[config.mk]
export PLATFORM = sky130hd
export DESIGN_NAME = alu_seq
export DESIGN_NICKNAME = d
export VERILOG_FILES = /design/src/rtl/alu_pkg.sv /design/src/rtl/alu_lfsr.sv /design/src/rtl/alu_seq.sv
export SDC_FILE = /design/constraint.sdc
export NUM_CORES = 1
export LEC_CHECK = 0
export ABC_AREA = 1
export CAP_MARGIN = 20
export CORE_UTILIZATION = 50
export CTS_BUF_LIST = sky130_fd_sc_hd__clkbuf_8
export DETAILED_ROUTE_END_ITERATION = 8
export PLACE_DENSITY_LB_ADDON = 0.3
export SYNTH_ARGS = -nofsm -noshare
export SYNTH_HDL_FRONTEND = slang
export SYNTH_HIERARCHICAL = 1
export SYNTH_SLANG_ARGS = --single-unit
[constraint.sdc]
create_clock -name clk -period 3.5 [get_ports clk]
set_clock_uncertainty 0.05 [all_clocks]
set_input_delay 0.35 -clock clk [delete_from_list [all_inputs] [get_ports clk]]
set_output_delay 0.35 -clock clk [all_outputs]
set_load 0.02 [all_outputs]
[src/rtl/alu_pkg.sv]
// alu_pkg: opcodes, flag bit positions and FSM encodings shared by the
// alu_seq datapath and anything that decodes its results.
package alu_pkg;

    // Opcodes presented on the op port
    localparam logic [3:0] OP_ADD   = 4'd0;
    localparam logic [3:0] OP_SUB   = 4'd1;
    localparam logic [3:0] OP_AND   = 4'd2;
    localparam logic [3:0] OP_OR    = 4'd3;
    localparam logic [3:0] OP_XOR   = 4'd4;
    localparam logic [3:0] OP_CLAMP = 4'd5;
    localparam logic [3:0] OP_SEED  = 4'd6;
    localparam logic [3:0] OP_RNG   = 4'd7;
    localparam logic [3:0] OP_MUL   = 4'd8;

    // Bit positions inside the 3-bit flags word {carry, overflow, zero}
    localparam int FLAG_ZERO  = 0;
    localparam int FLAG_OVF   = 1;
    localparam int FLAG_CARRY = 2;
    localparam int FLAG_W     = 3;

    // Control FSM encodings
    localparam logic [0:0] S_IDLE = 1'b0;
    localparam logic [0:0] S_MUL  = 1'b1;

    // Assemble a flags word from its named fields so bit positions live in one place
    function automatic logic [FLAG_W-1:0] make_flags(
        input logic carry,
        input logic ovf,
        input logic zero
    );
        logic [FLAG_W-1:0] f;
        f             = '0;
        f[FLAG_CARRY] = carry;
        f[FLAG_OVF]   = ovf;
        f[FLAG_ZERO]  = zero;
        return f;
    endfunction

endpackage

[src/rtl/alu_lfsr.sv]
// alu_lfsr: free-running right-shifting Galois LFSR with a synchronous load.
// A load of zero is replaced by 1 so the register can never lock up at all-zero.
module alu_lfsr
    import alu_pkg::*;
#(
    parameter int               WIDTH     = 16,
    parameter logic [WIDTH-1:0] LFSR_TAPS = 16'hB400
) (
    input  logic             clk,
    input  logic             reset_n,
    input  logic             load,
    input  logic [WIDTH-1:0] load_val,
    output logic [WIDTH-1:0] state
);

    logic [WIDTH-1:0] state_reg;
    logic [WIDTH-1:0] step_next;
    logic [WIDTH-1:0] load_next;

    // Each bit takes its upper neighbour, xored with the tap when the outgoing bit is set
    genvar gi;
    generate
        for (gi = 0; gi < WIDTH - 1; gi++) begin : g_shift
            assign step_next[gi] = state_reg[gi+1] ^ (state_reg[0] & LFSR_TAPS[gi]);
        end
    endgenerate
    assign step_next[WIDTH-1] = state_reg[0] & LFSR_TAPS[WIDTH-1];

    // Zero seed would freeze the sequence, so it maps to 1
    assign load_next = (load_val == '0) ? WIDTH'(1) : load_val;

    // Register: reset to 1, load on SEED, otherwise advance every cycle
    always_ff @(posedge clk) begin
        if (!reset_n) begin
            state_reg <= WIDTH'(1);
        end else if (load) begin
            state_reg <= load_next;
        end else begin
            state_reg <= step_next;
        end
    end

    assign state = state_reg;

endmodule

[src/rtl/alu_seq.sv]
// alu_seq: handshaked ALU between decode and writeback. Single-cycle ops
// complete on the accept edge; MUL runs a WIDTH-step shift-add sequence
// during which the input side is stalled. Results are held under backpressure.
module alu_seq
    import alu_pkg::*;
#(
    parameter int               WIDTH     = 16,
    parameter logic [WIDTH-1:0] LFSR_TAPS = 16'hB400
) (
    input  logic              clk,
    input  logic              reset_n,
    input  logic              in_valid,
    output logic              in_ready,
    input  logic [3:0]        op,
    input  logic [WIDTH-1:0]  a,
    input  logic [WIDTH-1:0]  b,
    output logic              out_valid,
    input  logic              out_ready,
    output logic [WIDTH-1:0]  result,
    output logic [2:0]        flags
);

    localparam int CNT_W = $clog2(WIDTH);

    // Control and output registers
    logic [0:0]         state_reg,     state_next;
    logic               out_valid_reg, out_valid_next;
    logic [WIDTH-1:0]   result_reg,    result_next;
    logic [FLAG_W-1:0]  flags_reg,     flags_next;

    // Multiplier working registers
    logic [CNT_W-1:0]   cnt_reg,       cnt_next;
    logic [2*WIDTH-1:0] mcand_reg,     mcand_next;
    logic [WIDTH-1:0]   mplier_reg,    mplier_next;
    logic [2*WIDTH-1:0] prod_reg,      prod_next;

    logic               accept;
    logic               seed_load;
    logic [WIDTH-1:0]   lfsr_state;

    logic [WIDTH:0]     add_full;
    logic [WIDTH:0]     sub_full;
    logic [WIDTH-1:0]   alu_result;
    logic [FLAG_W-1:0]  alu_flags;

    logic [2*WIDTH-1:0] prod_step;
    logic               mul_last;

    // Handshake: only the idle FSM with a free (or draining) output slot takes work
    assign in_ready  = reset_n && (state_reg == S_IDLE) && (!out_valid_reg || out_ready);
    assign accept    = in_valid && in_ready;
    assign seed_load = accept && (op == OP_SEED);

    alu_lfsr #(
        .WIDTH     (WIDTH),
        .LFSR_TAPS (LFSR_TAPS)
    ) u_lfsr (
        .clk      (clk),
        .reset_n  (reset_n),
        .load     (seed_load),
        .load_val (a),
        .state    (lfsr_state)
    );

    // Widened add/sub so the top bit is carry-out / borrow
    assign add_full = {1'b0, a} + {1'b0, b};
    assign sub_full = {1'b0, a} - {1'b0, b};

    // Single-cycle result and flags; reserved opcodes report all-zero flags
    always_comb begin
        logic carry;
        logic ovf;
        logic zero_en;
        alu_result = '0;
        carry      = 1'b0;
        ovf        = 1'b0;
        zero_en    = 1'b1;
        case (op)
            OP_ADD: begin
                alu_result = add_full[WIDTH-1:0];
                carry      = add_full[WIDTH];
                ovf        = (a[WIDTH-1] == b[WIDTH-1]) &&
                             (add_full[WIDTH-1] != a[WIDTH-1]);
            end
            OP_SUB: begin
                alu_result = sub_full[WIDTH-1:0];
                carry      = ~sub_full[WIDTH];
            end
            OP_AND:   alu_result = a & b;
            OP_OR:    alu_result = a | b;
            OP_XOR:   alu_result = a ^ b;
            OP_CLAMP: alu_result = (a < b) ? a : b;
            OP_SEED:  alu_result = a;
            // RNG reports the value held during the accept cycle, before this edge's advance
            OP_RNG:   alu_result = lfsr_state;
            default: begin
                alu_result = '0;
                zero_en    = 1'b0;
            end
        endcase
        alu_flags = make_flags(carry, ovf, zero_en && (alu_result == '0));
    end

    // One shift-add step: add the shifted multiplicand when the current multiplier bit is set
    assign prod_step = prod_reg + (mplier_reg[0] ? mcand_reg : '0);
    assign mul_last  = (cnt_reg == CNT_W'(WIDTH - 1));

    // Next-state logic for the FSM, multiplier and output slot
    always_comb begin
        state_next     = state_reg;
        cnt_next       = cnt_reg;
        mcand_next     = mcand_reg;
        mplier_next    = mplier_reg;
        prod_next      = prod_reg;
        result_next    = result_reg;
        flags_next     = flags_reg;
        // Output slot drains on out_ready unless refilled below
        out_valid_next = out_valid_reg && !out_ready;

        case (state_reg)
            S_IDLE: begin
                if (accept) begin
                    if (op == OP_MUL) begin
                        state_next  = S_MUL;
                        cnt_next    = '0;
                        mcand_next  = {{WIDTH{1'b0}}, a};
                        mplier_next = b;
                        prod_next   = '0;
                    end else begin
                        result_next    = alu_result;
                        flags_next     = alu_flags;
                        out_valid_next = 1'b1;
                    end
                end
            end
            S_MUL: begin
                prod_next   = prod_step;
                mcand_next  = mcand_reg << 1;
                mplier_next = mplier_reg >> 1;
                cnt_next    = cnt_reg + CNT_W'(1);
                // Output slot is always empty here: MUL was only accepted with a draining slot
                if (mul_last) begin
                    state_next     = S_IDLE;
                    result_next    = prod_step[WIDTH-1:0];
                    flags_next     = make_flags(|prod_step[2*WIDTH-1:WIDTH], 1'b0,
                                                prod_step[WIDTH-1:0] == '0);
                    out_valid_next = 1'b1;
                end
            end
            default: state_next = S_IDLE;
        endcase
    end

    // State register; reset also discards any multiply in progress
    always_ff @(posedge clk) begin
        if (!reset_n) begin
            state_reg     <= S_IDLE;
            out_valid_reg <= 1'b0;
            result_reg    <= '0;
            flags_reg     <= '0;
            cnt_reg       <= '0;
            mcand_reg     <= '0;
            mplier_reg    <= '0;
            prod_reg      <= '0;
        end else begin
            state_reg     <= state_next;
            out_valid_reg <= out_valid_next;
            result_reg    <= result_next;
            flags_reg     <= flags_next;
            cnt_reg       <= cnt_next;
            mcand_reg     <= mcand_next;
            mplier_reg    <= mplier_next;
            prod_reg      <= prod_next;
        end
    end

    assign out_valid = out_valid_reg;
    assign result    = result_reg;
    assign flags     = flags_reg;

endmodule

# ---- Word level (Yosys, flattened, before mapping)
# Cells that the tools add are included.
dict set report op_classes {
  addsub 4
  n_lt_le_gt_ge 1
  n_eq_ne 15
  muxes 36
  bitwise_logic 8
  reduce_logical 18
}
# cell count
set op_table {}
lappend op_table {{$mux W32} 5}
lappend op_table {{$mux W16} 8}
lappend op_table {{$pmux W16 S8} 1}
lappend op_table {{$pmux W32 S2} 2}
lappend op_table {{$pmux W16 S2} 2}
lappend op_table {{$logic_not A16 Y1} 3}
lappend op_table {{$add A32 B32 Y32} 1}
lappend op_table {{$add A16 B16 Y17} 1}
lappend op_table {{$sub A16 B16 Y17} 1}
lappend op_table {{$and A16 B16 Y16} 1}
lappend op_table {{$eq A4 B3 Y1 const B} 4}
lappend op_table {{$lt A16 B16 Y1} 1}
lappend op_table {{$or A16 B16 Y16} 1}
lappend op_table {{$reduce_or A16 Y1} 1}
lappend op_table {{$xor A16 B16 Y16} 1}
lappend op_table {{$mux W3} 3}
lappend op_table {{$eq A4 B2 Y1 const B} 2}
lappend op_table {{$eq A4 B4 Y1 const B} 2}
lappend op_table {{$mux W1} 8}
lappend op_table {{$mux W4} 2}
lappend op_table {{$pmux W4 S2} 1}
lappend op_table {{$reduce_or A8 Y1} 1}
lappend op_table {{$logic_and A1 B1 Y1} 7}
lappend op_table {{$pmux W1 S2} 3}
lappend op_table {{other kinds (14)} 20}
dict set report totals {
  ff_bits 121
  in_bits 40
  word_cells 91
}

# ---- Logic depth before layout (Yosys ltp)
# Gate-level depths: netlist (run 1).
dict set report depth {
  depth_word 8
  mapped_depth 22
}

# ---- Cells and area by module
# The synthesis (run 1) kept the hierarchy.
# module n_inst cells_each area_per_inst_um2
set modules_own_cells {}
lappend modules_own_cells {alu_seq 1 1652 9734.3}
lappend modules_own_cells {alu_lfsr 1 90 659.4}

# ---- Least setup slack after synthesis (run 1)
# OpenSTA, ideal clock, no wires.
dict set report synth_timing {
  path_kind {register to register}
  from {register mplier_reg[0]}
  to {register flags_reg[2], in the netlist flags[2]}
  arrival_ns 2.451
  required_time_ns 3.318
  path_slack_ns 0.867
  path_stages_with_launch 23
  period_less_slack_ns 2.633
  cell_sequence {dfxtp_1 -> clkbuf_1 -> clkbuf_1 -> nand2_1 -> inv_1 -> ha_1 -> fa_1 -> nand3_1 -> nand2_1 -> nand2_1 -> nand2_1 -> nand3_1 -> nand2_1 -> nand2_1 -> nand2_1 -> nand2_1 -> nand2_1 -> nor2_1 -> nand2_1 -> nor2_1 -> nand3_1 -> nand2_1 -> a21oi_1}
}
dict set report synth_via {
  elab_chain_cells 5
}
# item line
set synth_lines {}
lappend synth_lines {{start: declaration} alu_seq.sv:34} ;# logic [WIDTH-1:0] mplier_reg, mplier_next;
lappend synth_lines {{start signal: assignment} alu_seq.sv:172} ;# mplier_reg <= mplier_next;
lappend synth_lines {{$mux W32} alu_seq.sv:105} ;# assign prod_step = prod_reg + (mplier_reg[0] ? mcand_reg : '0);
lappend synth_lines {{$add A32 B32 Y32} alu_seq.sv:105}
lappend synth_lines {{$reduce_or A16 Y1} alu_seq.sv:145} ;# flags_next = make_flags(|prod_step[2*WIDTH-1:WIDTH], 1'b0,
lappend synth_lines {{$mux W3} alu_seq.sv:142} ;# if (mul_last) begin
lappend synth_lines {{$pmux W3 S2} alu_seq.sv:120} ;# case (state_reg)
lappend synth_lines {{end signal: assignment} alu_seq.sv:169} ;# flags_reg <= flags_next;
lappend synth_lines {{end: declaration} alu_seq.sv:29} ;# logic [FLAG_W-1:0] flags_reg, flags_next;
# No other way between the ends. The select of a mux whose other input is x is not followed.
# A chain may end at the register's enable or synchronous reset.

# ---- Worst setup path in the final report (run 1)
# Ends and elaborated chain as after synthesis.

==> reports/metrics.yaml, run 1 <==
num_vias: 11900
routed_via_density: 5.65
grtUsageMet2_pct: 51.3
worst_slack_ns: 0.259
yosysWarnings: 6
insertion_delay_ns: 0.45
cts_made_buffers: 17
cts_setup_buffers: 0
finalCritPeriodShare_pct: 92.6
grt_pass1_wl_um: 58600
syn_nets: 1868
status: "finished clean"
cts_tree: "built"
synth_area_leader_cell: "dfxtp_1"
rows: 52
synth_area_leaders: "dfxtp_1 23%, nand2_1 20%, ha_1 10%"
mostFrequentLayoutCells: "566 x nand2_1, 214 x inv_1, 168 x nor2_1, 137 x a21oi_1, 120 x dfxtp_1"
hp-start: "mplier_reg[15]$_SDFFE_PN0P_"
power_per_cell_area_nw_per_um2: 321
drt_iter0_markers: 1351
synth_top_area_share_pct: 23.3
ys_ff_latch: 121
grt_antenna_before_repair: 0
io_buffers: 60
grt_pass1_vias: 10500
p_comb_share_pct: 26.0
synth.area.mux_share_pct: 0
synth_cells: 1742
cts_hold_buf: 0
synth-simple-area-share_pct: 36.2
gp_congestion: 1.05
min_path_type: "flop to flop"
preCtsSetupSlack_ns: 0.201
syn-mean-instance-area_sq_um: 5.97
ys_seq_area_share_pct: 23.3
clk_pin_slew_worst_paths_ns: 0.09
internal_power_mw: 2.49
yosysUniqueCellTypes: 44
syn_to_final_growth_pct: 15.3
cts-root-buf: "clkbuf_8"
final_common_cell: "nand2_1"
gr-usage-all-layers_pct: 35.4
start_util_pct: 51.2
antenna_cells: 0
maxCapViolations: 0
crit_required_ns: 3.75
worstMarginPinSlew_ns: 0.950
synth-compound-area-share_pct: 17.3
r2r_slack_ns: 0.26
p_leak_nw: 5.85
grt_use_met1_pct: 51.6
met3_usage_pct: 6.44
synth_top_family_by_area: "simple AND/OR/NAND/NOR gates"
syn_area_sq_um: 10400
setup_viol: 0
peakVddDrop_mv: 0.231
coreArea_sq_um: 20300
swShare_pct: 35.3
hold_end: "mplier_reg[15]$_SDFFE_PN0P_"
hold_ws_ns: 0.417
hold_depth: 2
grt_max_degree: 86
die_h_um: 146
synth_xor_area_share_pct: 1.60
path_class: "flop to flop"
ys.flop_type: "dfxtp_1"
timing.fmax_mhz: 309
reg2regPathDepth: 18
cts.sinks: 121
rr_startpoint: "mplier_reg[0]$_SDFFE_PN0P_"
ys_async_sr_fraction_pct: 0
antenna_left: 0
period_minus_slack_ns: 3.24
drc: 0
wl_per_cell_um: 18.1
drv_slew: 0
critPathLaunchType: "flop"
final_util_pct: 59.1
cp-end-kind: "flop"
post-dp-hpwl_um: 30400
setup_tns_ns: 0
rsz0062_at_grt: "no"
synthAdderAreaFrac_pct: 10.6
synth_edf_count: 0
die_area_sq_um: 21400
nets: 1950
p_seq_share_pct: 38.0
r2r-end: "flags[2]$_SDFFE_PN0P_"
cp.arrival_ns: 3.49
drive_gt1_share_pct: 7.84
io_pins: 61
dr.pass1.iters: 8
netSwitchingPower_mw: 1.36
slew-limit-headroom_pct: 36.5
hold_viol: 0
cts_resized: 0
grt_overflow: 0
clk_path_buf_depth: 2
path_max_fanout: 17
htree_levels: 4
pwr-share-clk_pct: 36.0
top_usage_layer: "met1"
drt-total-wl_um: 38100
die_w_um: 146
-- final cells by class --
| type | instances | area [sq um] |
|---|---|---|
| Clock inverter | 15 | 188 |
| Tap cell | 270 | 338 |
| Fill cell | 2124 | 8310 |
| Clock buffer | 17 | 234 |
| Inverter | 224 | 841 |
| Sequential cell | 121 | 2420 |
| Multi-Input combinational cell | 1334 | 6850 |
| Timing Repair Buffer | 126 | 1110 |
-- power by group through the flow --
stage | Clock (mW) | Sequential (mW) | Combinational (mW)
2_1_floorplan | 0 | 1.52 | 0.547
3_3_place_gp | 0 | 1.49 | 0.969
3_5_place_dp | 0 | 1.49 | 0.971
4_1_cts | 1.39 | 1.46 | 0.976
5_1_grt | 1.45 | 1.47 | 1.08
6_report | 1.39 | 1.46 | 1.00
-- how the worst max path moves through the flow --
stage,startpoint,end,cells after the start
floorplan,mplier_reg[0]$_SDFFE_PN0P_,flags[2]$_SDFFE_PN0P_,22
global placement,a[0],flags[0]$_SDFFE_PN0P_,21
detailed placement,a[0],flags[0]$_SDFFE_PN0P_,21
CTS,mplier_reg[0]$_SDFFE_PN0P_,flags[2]$_SDFFE_PN0P_,20
global route,mplier_reg[0]$_SDFFE_PN0P_,flags[2]$_SDFFE_PN0P_,20
finish,mplier_reg[0]$_SDFFE_PN0P_,flags[2]$_SDFFE_PN0P_,18
-- cell usage after synthesis, drive strengths merged, types with 4 or more instances --
cell type  number
a21oi         141
dfxtp         121
o21bai          7
nand3b          5
o21ai          88
o211a           4
nand3         115
or2             8
buf            20
a22oi          13
xor2           11
nor3           18
a31oi          32
ha             83
o211ai          5
a211oi          4
nor2          175
nand4          15
o22ai          15
nand2         570
clkbuf         43
inv           224
xnor2           8
-- per-stage QoR --
| stage | instances | cell area, sq um | total power, mW |
|---|---|---|---|
| 2_1_floorplan | 1742 | 10400 | 2.06 |
| 3_3_place_gp | 2075 | 11600 | 2.46 |
| 3_5_place_dp | 2075 | 11600 | 2.46 |
| 4_1_cts | 2107 | 12000 | 3.82 |
| 5_1_grt | 2107 | 12000 | 3.99 |
| 6_report | 2107 | 12000 | 3.85 |
-- critical path, cell delays in order, from the launching register on --
cell and delay, ns:
dfxtp_1 0.38, buf_6 0.20, nand2_1 0.07, inv_1 0.13, ha_1 0.30, nand2_1 0.16
inv_1 0.08, a21oi_1 0.26, nor2_1 0.09, o21ai_0 0.32, nand3_1 0.13, nand2_1 0.08
nand2_1 0.08, nor2_1 0.11, nand2_1 0.06, nor2_1 0.21, nand3_2 0.17, nand2_1 0.14
a21oi_1 0.07
-- cells by family after synthesis --
group | after synthesis
simple gates | 910
compound gates | 319
buf+inv | 287
flops | 121
fa+ha+maj | 86
xor+xnor | 19
-- per-layer routing --
layer,share of wire (%),vias to the layer above
met1,44,5373
li1,-,5790
met5,0,-
met2,41,658
met3,11,87
met4,3.5,0
Power figures use the tool's default switching activity.
==> run 2: changes to the inputs <==
==> constraint.sdc (replaced) <==
create_clock -name clk -period 3.7 [get_ports clk]
set_clock_uncertainty 0.05 [all_clocks]
set_input_delay 0.37 -clock clk [delete_from_list [all_inputs] [get_ports clk]]
set_output_delay 0.37 -clock clk [all_outputs]
set_load 0.02 [all_outputs]
==> run 2 against run 1 <==
Net effect:
- fmax shrank 1.8%
- die area is the same
- setup slack gained 0.14 ns
- total power shrank 6.9%
- first-iteration DRC count shrank 4.0%
- cell count shrank 0.28%
- clock power shrank 10%
- global-route usage grew 1.0 points
- sequential power shrank 5%
- utilization shrank 0.27 points
- largest power group unchanged
==> reports/metrics.yaml, run 2 (synthesized netlist as in run 1, its figures left out) <==
cp_top_family: "simple AND/OR/NAND/NOR gates"
pwr-share-clk_pct: 35.0  # -1.0 points
path_max_fanout: 15  # -2
path_class: "flop to flop"
cts_made_buffers: 17  # unchanged
setup_tns_ns: 0  # unchanged
start_util_pct: 51.2  # unchanged
setup_viol: 0  # unchanged
status: "finished clean"
hold_viol: 0  # unchanged
nets: 1944  # -0.31%
crit_required_ns: 3.93  # +0.18 ns
grt_max_degree: 86  # unchanged
grt_overflow: 0  # unchanged
crit_slowest_cell: "dfxtp_1"
internal_power_mw: 2.30  # -7.7%
finalCritPeriodShare_pct: 89.2  # -3.4 points
netSwitchingPower_mw: 1.29  # -5.4%
drt-total-wl_um: 39100  # +2.5%
cp.arrival_ns: 3.53  # +0.04 ns
slowest_delay_ns: 0.55  # +0.17 ns
power_per_cell_area_nw_per_um2: 300  # -6.5%
antenna_left: 0  # unchanged
p_leak_nw: 5.81  # -0.69%
die_h_um: 146  # unchanged
final_common_cell: "nand2_1"
mostFrequentLayoutCells: "566 x nand2_1, 213 x inv_1, 168 x nor2_1, 137 x a21oi_1, 120 x dfxtp_1"
crit_top_cell: "nand2_1"
cp_cell_sequence: "buf_4, nand2_1, inv_1, ha_1, a21oi_1, o21ai_0, inv_1, nand2_1, a21oi_1, nand2_1, nand2_1, nand2_1, nor2_1, nand2_1, nor2_1, nand3_1, nand2_1, a21oi_1"
insertion_delay_ns: 0.45  # about the same
antenna_cells: 0  # unchanged
grt_pass1_wl_um: 59800  # +2.0%
io_buffers: 60  # unchanged
maxCapViolations: 0  # unchanged
cts.sinks: 121  # unchanged
cts_tree: "built"
timing.fmax_mhz: 303  # -1.8%
drv_slew: 0  # unchanged
clk_pin_slew_worst_paths_ns: 0.08  # about the same
rsz0062_at_grt: "no"
die_w_um: 146  # unchanged
coreArea_sq_um: 20300  # unchanged
drive_gt1_share_pct: 7.54  # -0.30 points
htree_levels: 4  # unchanged
dr.pass1.iters: 6  # -2
critPathBufInv: 3  # unchanged
cts-root-buf: "clkbuf_8"
p_seq_share_pct: 38.7  # +0.7 points
grt_pass1_vias: 10700  # +1.9%
total_power_mw: 3.58  # -6.9%
io_pins: 61  # unchanged
worstMarginPinSlew_ns: 0.927  # -0.0228 ns
swShare_pct: 35.9  # +0.56 points
drc: 0  # unchanged
r2r_slack_ns: 0.40  # +0.14 ns
syn_to_final_growth_pct: 14.8
clk_path_buf_depth: 2  # unchanged
die_area_sq_um: 21400  # unchanged
num_vias: 11900  # -0.10%
grt_antenna_before_repair: 0  # unchanged
wl_per_cell_um: 18.6  # +2.8%
post-dp-hpwl_um: 31500  # +3.7%
min_path_type: "flop to flop"
gp_congestion: 1.05  # +0.16%
critPathLaunchType: "flop"
routed_via_density: 5.66  # +0.18%
cts_hold_buf: 0  # unchanged
rows: 52  # unchanged
drt_iter0_markers: 1297  # -4.0%
cts_resized: 0  # unchanged
period_minus_slack_ns: 3.30  # +0.0592 ns
p_comb_share_pct: 26.3  # +0.3 points
gr-usage-all-layers_pct: 36.4  # +1.0 points
peakVddDrop_mv: 0.201  # -13%
cp-end-kind: "flop"
cts_setup_buffers: 0  # unchanged
slew-limit-headroom_pct: 38.2  # +1.7 points
[run 2: final timing paths]
kind,cells after the start,endpoint,startpoint
hold reg to reg,2,mcand_reg[31]$_SDFFE_PN0P_,mcand_reg[31]$_SDFFE_PN0P_
setup / recovery,18,flags[2]$_SDFFE_PN0P_,mplier_reg[0]$_SDFFE_PN0P_
hold / removal,2,mcand_reg[31]$_SDFFE_PN0P_,mcand_reg[31]$_SDFFE_PN0P_
setup reg to reg,18,flags[2]$_SDFFE_PN0P_,mplier_reg[0]$_SDFFE_PN0P_
[run 2: power by group through the flow]
stage          clock network (mW)  registers, mW  logic [mW]
6_report                     1.25           1.39       0.942
5_1_grt                      1.33           1.39        1.01
4_1_cts                      1.27           1.38       0.920
3_5_place_dp                    0           1.41       0.917
3_3_place_gp                    0           1.41       0.918
2_1_floorplan                   0           1.44       0.518
[run 2: per-layer routing]
metal / track usage, % / vias to the layer above / part of all wire, %
li1: - / 5783 / -
met1: 51.4 / 5389 / 45
met2: 54.0 / 636 / 42
met3: 7.59 / 88 / 9.8
met4: 14.1 / 0 / 3.6
met5: 0 / - / 0
[run 2: cell type report]
cell class | count | area [sq um]
Fill cell | 2080 | 8370
Clock buffer | 18 | 248
Sequential cell | 121 | 2420
Tap cell | 270 | 338
Clock inverter | 14 | 161
Timing Repair Buffer | 120 | 1080
Multi-Input combinational cell | 1334 | 6850
Inverter | 224 | 841
[run 2: worst register-to-register path, delay by kind of cell, from the launching register on]
kind                       cells  cell delay, ns
AOI/OAI and AO/OA              4            0.84
adders and majority gates      1            0.30
buffers and inverters          3            0.42
DFF                            1            0.55
and+or+nand+nor               10            0.98
[run 2: per-stage QoR]
step	cells	cell area (sq um)	util, %	hold slack, ns	setup WS [ns]
3_3_place_gp	2069	11500	56.8	0.400	0.248
6_report	2101	11900	58.8	0.421	0.400
5_1_grt	2101	11900	58.8	0.441	0.194
2_1_floorplan	1742	10400	-	0.391	1.07
3_5_place_dp	2069	11500	56.8	0.408	0.201
4_1_cts	2101	11900	58.8	0.420	0.491
==> run 3: changes to the inputs <==
--- a/config.mk
+++ b/config.mk
@@ -10,6 +10,7 @@
 export CORE_UTILIZATION = 50
 export CTS_BUF_LIST = sky130_fd_sc_hd__clkbuf_8
 export DETAILED_ROUTE_END_ITERATION = 8
+export DONT_BUFFER_PORTS = 1
 export PLACE_DENSITY_LB_ADDON = 0.3
 export SYNTH_ARGS = -nofsm -noshare
 export SYNTH_HDL_FRONTEND = slang
==> run 3 against run 2 <==
Net effect:
- utilization fell by 3.7 points
- via count fell by 3.1%
- fmax rose by 0.42%
- setup slack improved by 0.014 ns
- hold slack got worse by 0.40 ns
- highest routed layer unchanged
==> reports/metrics.yaml, run 3 (synthesized netlist as in run 1, its figures left out) <==
grt_max_degree: 86  # unchanged
cts_resized: 0  # unchanged
num_vias: 11500  # -3.1%
clk_pin_slew_worst_paths_ns: 0.10  # +0.02 ns
drv_slew: 0  # unchanged
rsz0062_at_grt: "no"
worst_slack_ns: 0.414  # +0.0137 ns
die_w_um: 146  # unchanged
final_common_cell: "nand2_1"
grt_pass1_vias: 10800  # +0.22%
hold_viol: 0  # unchanged
drt-total-wl_um: 37800  # -3.3%
drc: 0  # unchanged
period_minus_slack_ns: 3.29  # -0.0137 ns
p_comb_share_pct: 22.6  # -3.7 points
grt_overflow: 0  # unchanged
p_seq_share_pct: 42.2  # +3.5 points
die_area_sq_um: 21400  # unchanged
die_h_um: 146  # unchanged
gp_congestion: 1.07  # +2.1%
slew-limit-headroom_pct: 21.0  # -17 points
dr.pass1.iters: 7  # +1
io_pins: 61  # unchanged
nets: 1864  # -4.1%
clk_path_buf_depth: 2  # unchanged
path_max_fanout: 20  # +5
worstMarginPinSlew_ns: 1.18  # +0.254 ns
grt_pass1_wl_um: 58400  # -2.3%
hold_ws_ns: 0.0186  # -0.403 ns
coreArea_sq_um: 20300  # unchanged
antenna_cells: 0  # unchanged
place_area_sq_um: 10600  # -7.7%
preCtsSetupSlack_ns: 0.436  # +0.235 ns
crit_required_ns: 3.96  # +0.03 ns
fillCellCount: 2127  # +2.3%
status: "finished clean"
pwr-share-clk_pct: 35.2  # +0.2 points
rows: 52  # unchanged
cts_made_buffers: 17  # unchanged
cts_tree: "built"
p_leak_nw: 5.47  # -6.0%
htree_levels: 4  # unchanged
drt_iter0_markers: 1330  # +2.5%
netSwitchingPower_mw: 1.26  # -2.0%
setup_tns_ns: 0  # unchanged
mostFrequentLayoutCells: "566 x nand2_1, 214 x inv_1, 168 x nor2_1, 137 x a21oi_1, 120 x dfxtp_1"
io_buffers: 0  # -100%
final_cell_area_sq_um: 11200  # -6.3%
start_util_pct: 51.2  # unchanged
cts.sinks: 121  # unchanged
setup_viol: 0  # unchanged
drive_gt1_share_pct: 5.71  # -1.8 points
wl_per_cell_um: 18.7  # +0.49%
peakVddDrop_mv: 0.260  # +29%
path_class: "flop to flop"
swShare_pct: 37.4  # +1.5 points
power_per_cell_area_nw_per_um2: 302  # +0.55%
cts-root-buf: "clkbuf_8"
post-dp-hpwl_um: 29200  # -7.4%
internal_power_mw: 2.11  # -8.0%
grt_antenna_before_repair: 0  # unchanged
maxCapViolations: 0  # unchanged
antenna_left: 0  # unchanged
finalCritPeriodShare_pct: 88.8  # -0.37 points
r2r_slack_ns: 0.41  # about the same
routed_via_density: 5.70  # +0.73%
gr-usage-all-layers_pct: 35.4  # -1.1 points
min_path_type: "input pin to flop"
cp.arrival_ns: 3.54  # about the same
cp-end-kind: "flop"
syn_to_final_growth_pct: 7.54
insertion_delay_ns: 0.45  # about the same
critPathLaunchType: "flop"
timing.fmax_mhz: 304  # +0.42%
[run 3: cell count changes in the layout (fill, tap and decap cells not counted)]
| cell | previous run | this run |
|---|---|---|
| dlygate4sd3_1 | 0 | 17 |
| buf_4 | 58 | 22 |
| inv_6 | 6 | 7 |
| bufinv_16 | 2 | 1 |
| clkinv_4 | 3 | 0 |
| clkbuf_8 | 18 | 17 |
| clkdlybuf4s50_1 | 60 | 0 |
| inv_1 | 213 | 214 |
| inv_8 | 0 | 1 |
| clkinv_2 | 0 | 2 |
| buf_12 | 2 | 1 |
[run 3: layout make-up]
| cell class | instances | area [sq um] | area share, % |
|---|---|---|---|
| Multi-Input combinational cell | 1334 | 6850 | 61.3 |
| Inverter | 224 | 841 | 7.52 |
| Sequential cell | 121 | 2420 | 21.7 |
| Clock buffer | 17 | 234 | 2.09 |
| Tap cell | 270 | 338 | 3.02 |
| Timing Repair Buffer | 40 | 355 | 3.18 |
| Clock inverter | 15 | 139 | 1.24 |
[run 3: metrics by stage]
step	power (mW)	utilization, %	cells
5_1_grt	3.51	55.1	2021
4_1_cts	3.36	55.0	2020
6_report	3.37	55.1	2021
3_3_place_gp	2.17	52.4	1972
2_1_floorplan	1.95	-	1742
3_5_place_dp	2.16	52.4	1972
[run 3: power groups by stage]
stage / sequential [mW] / combinational, mW / clock (mW)
5_1_grt: 1.43 / 0.821 / 1.26
2_1_floorplan: 1.44 / 0.518 / 0
4_1_cts: 1.42 / 0.734 / 1.20
6_report: 1.42 / 0.763 / 1.19
3_3_place_gp: 1.45 / 0.715 / 0
3_5_place_dp: 1.45 / 0.711 / 0
[run 3: path summary, 6_finish.rpt]
path,cells past startpoint,end,startpoint
hold reg to reg,2,mplier_reg[8]$_SDFFE_PN0P_,mplier_reg[8]$_SDFFE_PN0P_
setup reg to reg,19,flags[2]$_SDFFE_PN0P_,mplier_reg[0]$_SDFFE_PN0P_
setup / recovery,19,flags[2]$_SDFFE_PN0P_,mplier_reg[0]$_SDFFE_PN0P_
hold / removal,1,u_lfsr/state[10]$_SDFF_PN0_,a[10]
[run 3: critical path, stage by stage (launching register included)]
cell	delay (ns)
dfxtp_1	0.72
nand2_1	0.11
inv_1	0.16
ha_1	0.30
fa_1	0.29
nand3_1	0.08
nand2_1	0.14
nand2_1	0.07
nand2_1	0.12
nand3_1	0.08
nand2_1	0.19
nand2_1	0.12
nand3_1	0.09
nand2_1	0.10
nor2_1	0.12
nand2_1	0.06
nor2_1	0.10
nand3_1	0.07
nand2_1	0.10
a21oi_1	0.05
[run 3: timing repair]
action | CTS | global route
setup buffers | 0 | 0
setup endpoints to repair | 0 | 0
hold buffers | 16 | 1
hold endpoints to repair | 26 | 1
[run 3: layer usage]
metal,GRT usage [%],vias to the layer above,share of wire (%)
li1,-,5610,-
met1,47.9,5211,43
met2,51.9,606,41
met3,10.2,99,11
met4,15.3,0,4.0
met5,0,-,0
